**config.mk**
```make
export PLATFORM = sky130hd
export DESIGN_NAME = irq_ack_sequencer
export DESIGN_NICKNAME = d
export VERILOG_FILES = /design/src/rtl/irq_ack_sequencer.sv
export SDC_FILE = /design/constraint.sdc
export NUM_CORES = 1
export LEC_CHECK = 0
export ABC_AREA = 1
export CAP_MARGIN = 20
export CORE_ASPECT_RATIO = 0.9
export CORE_MARGIN = 2
export CORE_UTILIZATION = 48
export DETAILED_ROUTE_END_ITERATION = 8
export PLACE_DENSITY = 0.77
export SETUP_SLACK_MARGIN = 0.4
export SLEW_MARGIN = 20
export SYNTH_ARGS = -nofsm -noshare
export SYNTH_HDL_FRONTEND = slang
export SYNTH_SLANG_ARGS = --single-unit
```
**constraint.sdc**
```tcl
create_clock -name clk -period 3.2 [get_ports clk]
set_input_delay 0.32 -clock clk [delete_from_list [all_inputs] [get_ports clk]]
set_output_delay 0.32 -clock clk [all_outputs]
set_load 0.02 [all_outputs]
```
**src/rtl/irq_ack_sequencer.sv**
```systemverilog
// 8259A-style interrupt-acknowledge sequencer: priority resolution, INTA handshake, ISR and vector drive.
// Optional automatic EOI is enabled by defining IRQ_ACK_SEQUENCER_AUTO_EOI_EN (adds the aeoi input).
module irq_ack_sequencer #(
    parameter int unsigned TIMEOUT_CYCLES = 16,
    parameter int unsigned VEC_DRIVE_HOLD = 0
) (
    input  logic       clk,
    input  logic       rst_n,
    input  logic [7:0] irr,
    input  logic [7:0] imr,
    input  logic [4:0] vector_base,
    input  logic       inta_n,
    input  logic       eoi_cmd,
    input  logic       eoi_specific,
    input  logic [2:0] eoi_level,
    input  logic       rotate_on_eoi,
`ifdef IRQ_ACK_SEQUENCER_AUTO_EOI_EN
    input  logic       aeoi,
`endif
    output logic       int_out,
    output logic [7:0] isr,
    output logic [7:0] data_out,
    output logic       data_oe,
    output logic [2:0] lowest_prio,
    output logic       ack_active
);

    localparam logic [2:0] S_IDLE  = 3'd0;
    localparam logic [2:0] S_ACK1  = 3'd1;
    localparam logic [2:0] S_WAIT2 = 3'd2;
    localparam logic [2:0] S_ACK2  = 3'd3;
    localparam logic [2:0] S_HOLD  = 3'd4;

    localparam int unsigned TW = $clog2(TIMEOUT_CYCLES);

    logic [2:0]    state;
    logic [TW-1:0] to_cnt;
    logic [1:0]    hold_cnt;
    logic          prev_inta_n;
    logic [2:0]    ack_level;
    logic          ack_spur;

    logic [7:0] req;
    logic       fall, rise;
    logic       cand_found, top_found, cand_valid;
    logic [2:0] cand_lvl, cand_rank, top_lvl, top_rank, lvl;
    logic       eoi_hit, aeoi_hit, isr_set;
    logic [2:0] eoi_lvl;
    logic [7:0] isr_next;
    logic [2:0] prio_next;

    assign req        = irr & ~imr;
    assign fall       = prev_inta_n & ~inta_n;
    assign rise       = ~prev_inta_n & inta_n;
    assign ack_active = (state != S_IDLE);

    // Scan levels in priority order starting just above lowest_prio; rank 0 is highest.
    always_comb begin
        cand_found = 1'b0;
        cand_lvl   = '0;
        cand_rank  = '0;
        top_found  = 1'b0;
        top_lvl    = '0;
        top_rank   = '0;
        lvl        = '0;
        for (int unsigned i = 0; i < 8; i++) begin
            lvl = lowest_prio + 3'(i + 1);
            if (!cand_found && req[lvl]) begin
                cand_found = 1'b1;
                cand_lvl   = lvl;
                cand_rank  = 3'(i);
            end
            if (!top_found && isr[lvl]) begin
                top_found = 1'b1;
                top_lvl   = lvl;
                top_rank  = 3'(i);
            end
        end
        cand_valid = cand_found && (!top_found || (cand_rank < top_rank));
    end

    always_comb begin
        eoi_hit = 1'b0;
        eoi_lvl = '0;
        if (eoi_cmd) begin
            if (eoi_specific) begin
                eoi_hit = 1'b1;
                eoi_lvl = eoi_level;
            end else if (top_found) begin
                eoi_hit = 1'b1;
                eoi_lvl = top_lvl;
            end
        end
`ifdef IRQ_ACK_SEQUENCER_AUTO_EOI_EN
        aeoi_hit = (state == S_ACK2) && rise && aeoi && !ack_spur;
`else
        aeoi_hit = 1'b0;
`endif
        isr_set = (state == S_IDLE) && fall && cand_valid;

        // Clears first, then the acknowledge set, so a same-bit collision leaves the bit set.
        isr_next = isr;
        if (eoi_hit)  isr_next[eoi_lvl]   = 1'b0;
        if (aeoi_hit) isr_next[ack_level] = 1'b0;
        if (isr_set)  isr_next[cand_lvl]  = 1'b1;

        prio_next = lowest_prio;
        if (aeoi_hit && rotate_on_eoi) prio_next = ack_level;
        if (eoi_hit && rotate_on_eoi)  prio_next = eoi_lvl;
    end

    always_ff @(posedge clk) begin
        if (!rst_n) begin
            state       <= S_IDLE;
            to_cnt      <= '0;
            hold_cnt    <= '0;
            prev_inta_n <= 1'b1;
            ack_level   <= '0;
            ack_spur    <= 1'b0;
            isr         <= '0;
            lowest_prio <= 3'd7;
            int_out     <= 1'b0;
            data_out    <= '0;
            data_oe     <= 1'b0;
        end else begin
            prev_inta_n <= inta_n;
            isr         <= isr_next;
            lowest_prio <= prio_next;
            int_out     <= (state == S_IDLE) && cand_valid;
            case (state)
                S_IDLE: begin
                    if (fall) begin
                        state     <= S_ACK1;
                        ack_level <= cand_valid ? cand_lvl : 3'd7;
                        ack_spur  <= !cand_valid;
                    end
                end
                S_ACK1: begin
                    data_oe <= 1'b0;
                    if (rise) begin
                        state  <= S_WAIT2;
                        to_cnt <= '0;
                    end
                end
                S_WAIT2: begin
                    to_cnt <= to_cnt + TW'(1);
                    if (fall) begin
                        state    <= S_ACK2;
                        data_out <= {vector_base, ack_level};
                        data_oe  <= 1'b1;
                    end else if (to_cnt == TW'(TIMEOUT_CYCLES - 1)) begin
                        state <= S_IDLE;
                    end
                end
                S_ACK2: begin
                    if (rise) begin
                        if (VEC_DRIVE_HOLD == 0) begin
                            data_oe <= 1'b0;
                            state   <= S_IDLE;
                        end else begin
                            hold_cnt <= '0;
                            state    <= S_HOLD;
                        end
                    end
                end
                S_HOLD: begin
                    hold_cnt <= hold_cnt + 2'd1;
                    if (hold_cnt == 2'(VEC_DRIVE_HOLD - 1)) begin
                        data_oe <= 1'b0;
                        state   <= S_IDLE;
                    end
                end
                default: state <= S_IDLE;
            endcase
        end
    end

endmodule

```
-- After elaboration in Yosys (flattened, before gate mapping)
Cells that the tools add are included.
- register bits after elaboration: 34
- bits of input ports: 30
- logic and storage cells: 203
- add/subtract/negate cells: 9
- $lt $le $gt $ge: 13
- eq/ne operators: 12
- mux-type cells: 104
- bitwise operators: 9
- reductions and logical operators: 46
- operators by type and width (operator ; number):
    $mux 3 ; 38
    $bmux 1 s3 ; 16
    $mux 1 ; 42
    $lt 3x4->1 const B ; 10
    $logic_and 1x1->1 ; 21
    $and 8x8->8 ; 2
    $mux 8 ; 2
    $not 8->8 ; 2
    $logic_not 1->1 ; 15
    $pmux 3 s5 ; 1
    $add 3x3->3 const B ; 4
    $ne 2x2->1 const B ; 5
    $or 8x8->8 ; 1
    $pmux 4 s2 ; 1
    $add 3x2->3 const B ; 2
    $demux 1 s3 ; 2
    $eq 3x2->1 const B ; 2
    $ge 3x1->1 const B ; 2
    $reduce_and 2->1 ; 3
    $reduce_and 5->1 ; 1
    $add 4x1->4 const B ; 1
    $eq 4x4->1 const B ; 1
    $mux 4 ; 1
    $pmux 1 s4 ; 1
    other kinds (15) ; 17

-- Depth between registers and ports, before layout
- depth after elaboration: 37
- gate-level depth with buffers: 27

-- Worst setup path before layout
No wires, ideal clock.
- path kind: reg-to-reg
- start point: register lowest_prio[1]
- end point: register isr[1]
- library setup time: 56 ps
- arrival: 3287 ps
- slack: -143 ps
- stages on the path, launching flop included: 26
- buffers on the path: 4
- cell sequence: dfxtp_1 buf_4 inv_1 buf_6 ha_1 inv_1 buf_2 nand3_1 nand3_1 nand2_2 nor2_4 nand4_2 nor2_4 nand3_2 inv_1 nor2_1 nand3_1 ha_1 a21oi_1 nand2_1 nand2_2 nand3_2 buf_6 o21ai_1 nand2_1 inv_1
- cells in the longest elaborated chain, start to end: 37
- elaborated cells on any way between the ends: 139
- those cells by class: add/sub: 7; order compare: 5; mux: 90; bitwise: 3; reduce/logical: 34
- RTL lines (what ; line ; text):
    start, declared ; 24 ; output logic [2:0] lowest_prio,
    start signal, assigned ; 128 ; lowest_prio <= prio_next;
    $add 3x1->3 ; 67 ; lvl = lowest_prio + 3'(i + 1);
    $bmux 1 s3 ; 73 ; if (!top_found && isr[lvl]) begin
    $mux 1 (implied by the code) ; 73 ;
    $mux 1 ; 73 ;
    $logic_not 1->1 ; 73 ;
    $logic_and 1x1->1 ; 73 ;
    $mux 1 ; 73 ;
    $logic_not 1->1 ; 73 ;
    (+21 left out) ; - ;
    $logic_and 1x1->1 (implied by the code) ; 103 ; if (eoi_hit) isr_next[eoi_lvl] = 1'b0;
    $mux 1 (implied by the code) ; 103 ;
    $demux 1 s3 ; 103 ;
    $not 8->8 (no source line) ; - ;
    $and 8x8->8 (no source line) ; - ;
    $mux 8 ; 103 ;
    $or 8x8->8 (no source line) ; - ;
    $mux 8 (*) ; 105 ; if (isr_set) isr_next[cand_lvl] = 1'b1;
    end signal, assigned ; 127 ; isr <= isr_next;
    end, declared ; 21 ; output logic [7:0] isr,
Mark *: on every way between the ends. The rest lies on a longest branch, timed or not. The select of a mux whose other input is x is not followed.
A chain may end at the register's enable or synchronous reset.

-- Worst setup path in the final report
Same ends and word-level chain as after synthesis.

==> flow_summary.json <==
{
  "cts_root_buffer": "clkbuf_8",
  "hpwl_mm": 6.63,
  "ys_seq_elements": 31,
  "yosys.area_share.xor_xnor": 0.00929,
  "min_path_cells": 2,
  "synth_top_family_by_area": "simple AND/OR/NAND/NOR gates",
  "post_route_cells_drive_above_1_share": 0.245,
  "path_cells": "inv_4 -> ha_4 -> inv_8 -> buf_8 -> nand3_1 -> nand2_2 -> nand2_2 -> nand2_4 -> nand4_4 -> nor2_4 -> buf_4 -> buf_4 -> nand3_2 -> nand3_1 -> nand3_1 -> a21oi_1 -> nand3_1 -> nand2_1 -> o21ai_2 -> nand2_1 -> inv_1",
  "clock.fmax_ghz": 0.328,
  "fin_nets": 617,
  "cap_violations": 0,
  "crit_required_ns": 3.38,
  "core-area_mm2": 0.00569,
  "final_cell_area_mm2": 0.00425,
  "hold_class": "flip-flop to flip-flop",
  "reg2reg_setup_slack_ns": 0.15,
  "ys_warn_count": 0,
  "dieWidth_um": 84.9,
  "skew_ns": 0.00834,
  "synth.distinct_cells": 32,
  "die-area_mm2": 0.00652,
  "overflow": 0,
  "slowest_delay_ns": 0.38,
  "synthCells": 496,
  "grt_use_total": 0.293,
  "r2r_cells": 21,
  "cp-end-kind": "flip-flop",
  "fillCellCount": 424,
  "grt_setup_unrepaired": "true",
  "synth_area_mm2": 0.00283,
  "postRouteAntennaNets": 0,
  "outcome": "finished, final reports clean",
  "clock_sinks": 31,
  "stdcell_count": 653,
  "grt_pass1_vias": 3439,
  "power.total_uw": 2640,
  "insertion_delay_ns": 0.28,
  "path_delay_family": "simple AND/OR/NAND/NOR gates",
  "synth_top_cell_area_share": 0.219,
  "clockBufferDepth": 2,
  "ys_top_cells_by_area": "dfxtp_1 (22%), nand2_1 (17%), nand3_1 (16%)",
  "die_h_um": 76.8,
  "synth_edf_count": 0,
  "synth-main-ff-cell": "dfxtp_1",
  "async_reset_ff_frac": 0,
  "antenna_found_initial": 0,
  "synth_common_cells": "nand2_1 (131), nand3_1 (89), inv_1 (61), nor2_1 (57), dfxtp_1 (31)",
  "final_util": 0.746,
  "start_kind": "flip-flop",
  "wl_mm": 10.5,
  "whs_endpoint": "data_out[1]$_SDFFE_PN0P_",
  "drcViolationCount": 0,
  "synth_most_common_cell": "nand2_1",
  "routed_via_density": 5.78,
  "h-tree-depth": 2,
  "synthAdderAreaFrac": 0.0221,
  "worstMarginPinSlew_ns": 0.611,
  "ys_seq_area_frac": 0.219,
  "p_leak_uw": 0.00200,
  "pin_count": 52,
  "critPathMaxFanout": 7,
  "synth_area_leader_cell": "dfxtp_1",
  "p_per_area_mw_per_mm2": 622,
  "worstPathArrival_ns": 3.23,
  "layout_min_cycle_time_ns": 3.05,
  "synthToLayoutAreaGrowth_pct": 50.2,
  "fin_crit_sh": 0.953,
  "cts.clk_slew.worst_paths_ns": 0.07,
  "numCtsBuffers": 5,
  "crit_top_cell": "nand3_1",
  "irDropWorstVdd_mv": 0.452,
  "worstHoldStart": "ack_level[1]$_SDFFE_PN0P_",
  "synth_compound_area_frac": 0.133,
  "rows": 26,
  "finalSetupViolations": 0,
  "yosys.area_share.simple": 0.495,
  "start_util": 0.497,
  "cp_slowest_cell": "dfxtp_4",
  "synth.area.mux_share": 0,
  "crit_start": "lowest_prio[1]$_SDFFE_PN1P_",
  "firstDrtPassIters": 5,
  "placedInstanceArea_mm2": 0.00352,
  "grt_pass1_wl_mm": 15.7,
  "rr_startpoint": "lowest_prio[1]$_SDFFE_PN1P_",
  "max_slew_margin": 0.589,
  "vias": 3774,
  "avgSynthCellArea_um2": 5.70,
  "wire_per_inst_um": 16.0,
  "first_iter_violations": 368,
  "syn_nets": 531,
  "antenna_cells": 0,
  "gp_congestion": 0.946,
  "path_class": "flip-flop to flip-flop",
  "port-buffer-count": 51,
  "path_buf_inv": 6,
  "reg2reg_to": "isr[1]$_SDFF_PN0_",
  "drv_slew": 0,
  "cts_tree": "built",
  "grt_max_degree": 24,
  "dp.cells": 618,
  "hold_violations": 0
}
## sequential cells by signal, indices dropped and copies added (netlist names)
name and cells:
data_oe 1, data_out 8, to_cnt 4, isr 8, int_out 1, lowest_prio 3, ack_level 3, prev_inta_n 1
state 2
## worst max-delay path by stage
| stage | end | slack, ns | cells after the start |
|---|---|---|---|
| 3_3_place_gp | isr[0]$_SDFF_PN0_ | 0.11 | 23 |
| 5_1_grt | isr[1]$_SDFF_PN0_ | -0.05 | 21 |
| 3_5_place_dp | isr[3]$_SDFF_PN0_ | -0.005 | 21 |
| 4_1_cts | isr[1]$_SDFF_PN0_ | 0.39 | 23 |
| 6_report | isr[1]$_SDFF_PN0_ | 0.15 | 21 |
| 2_1_floorplan | ack_level[0]$_SDFFE_PN0P_ | 0.22 | 26 |
## layout make-up
class / count / area (µm²) / area share
clock inverter: 1 / 5.00 / 0.00118
sequential: 31 / 629 / 0.148
inverter: 64 / 253 / 0.0595
multi-input combinational: 388 / 2310 / 0.544
tap: 70 / 87.6 / 0.0206
clock buffer: 7 / 108 / 0.0253
timing repair buffer: 92 / 853 / 0.201
## power breakdown
group / leakage (µW) / switching, µW / total (µW) / internal (µW)
clock: 0.0000594 / 150 / 371 / 220
sequential: 0.000253 / 36.3 / 461 / 425
combinational: 0.00169 / 1120 / 1810 / 691
## cells by family (layout without fill, tap and decap cells)
logic type	count (synthesis)	count (layout)
and+or+nand+nor	309	310
buffers and inverters	78	164
AOI/OAI and AO/OA	70	70
DFF	31	31
adders and majority gates	5	5
xor gates and xnor gates	3	3
## worst reg2reg max path: cells and delay by family, from the launching register on
kind                       cells  cell delay (ns)
adders and majority gates      1             0.30
DFF                            1             0.38
buffers and inverters          6             0.59
and+or+nand+nor               12             1.30
AOI/OAI and AO/OA              2             0.37
## layer usage
| layer | part of all wire | GRT usage | vias to the layer above |
|---|---|---|---|
| met5 | 0 | 0 | - |
| met2 | 0.46 | 0.502 | 234 |
| met1 | 0.40 | 0.382 | 1693 |
| li1 | - | - | 1803 |
| met4 | 0.033 | 0.0651 | 0 |
| met3 | 0.099 | 0.0571 | 44 |
## placed cells by master (no fill, tap or decap), types with 3 or more instances in the layout
cell             instances
a21oi_1                 18
buf_4                   36
clkbuf_8                 6
clkdlybuf4s50_1         51
dfxtp_1                 28
ha_1                     3
inv_1                   55
inv_2                    5
nand2_1                113
nand2_2                 19
nand2_4                  5
nand3_1                 70
nand3_2                 12
nand3_4                 14
nand4_1                  5
nor2_1                  49
nor2_2                   8
nor2_4                   7
nor3_1                   3
o21ai_0                 24
o21ai_1                  7
o21ai_2                  9
o21bai_1                 3
## per-stage QoR
stage	hold WS [ns]	worst slack, ns	setup TNS [ns]
global route	0.476	-0.0502	-0.0741
CTS	0.452	0.388	0
global placement	0.439	0.111	0
detailed placement	0.445	-0.00487	-0.00487
finish	0.445	0.150	0
floorplan	0.428	0.225	0
## what timing repair did
action | 4_1_cts | 5_1_grt
cloned | 1 | 0
pin swaps | 23 | 23
resized for setup | 57 | 40
endpoints found under the setup margin | 11 | 14
hold buffers | 0 | 0
buffers inserted | 20 | 6
(Power assumes the default switching activity.)
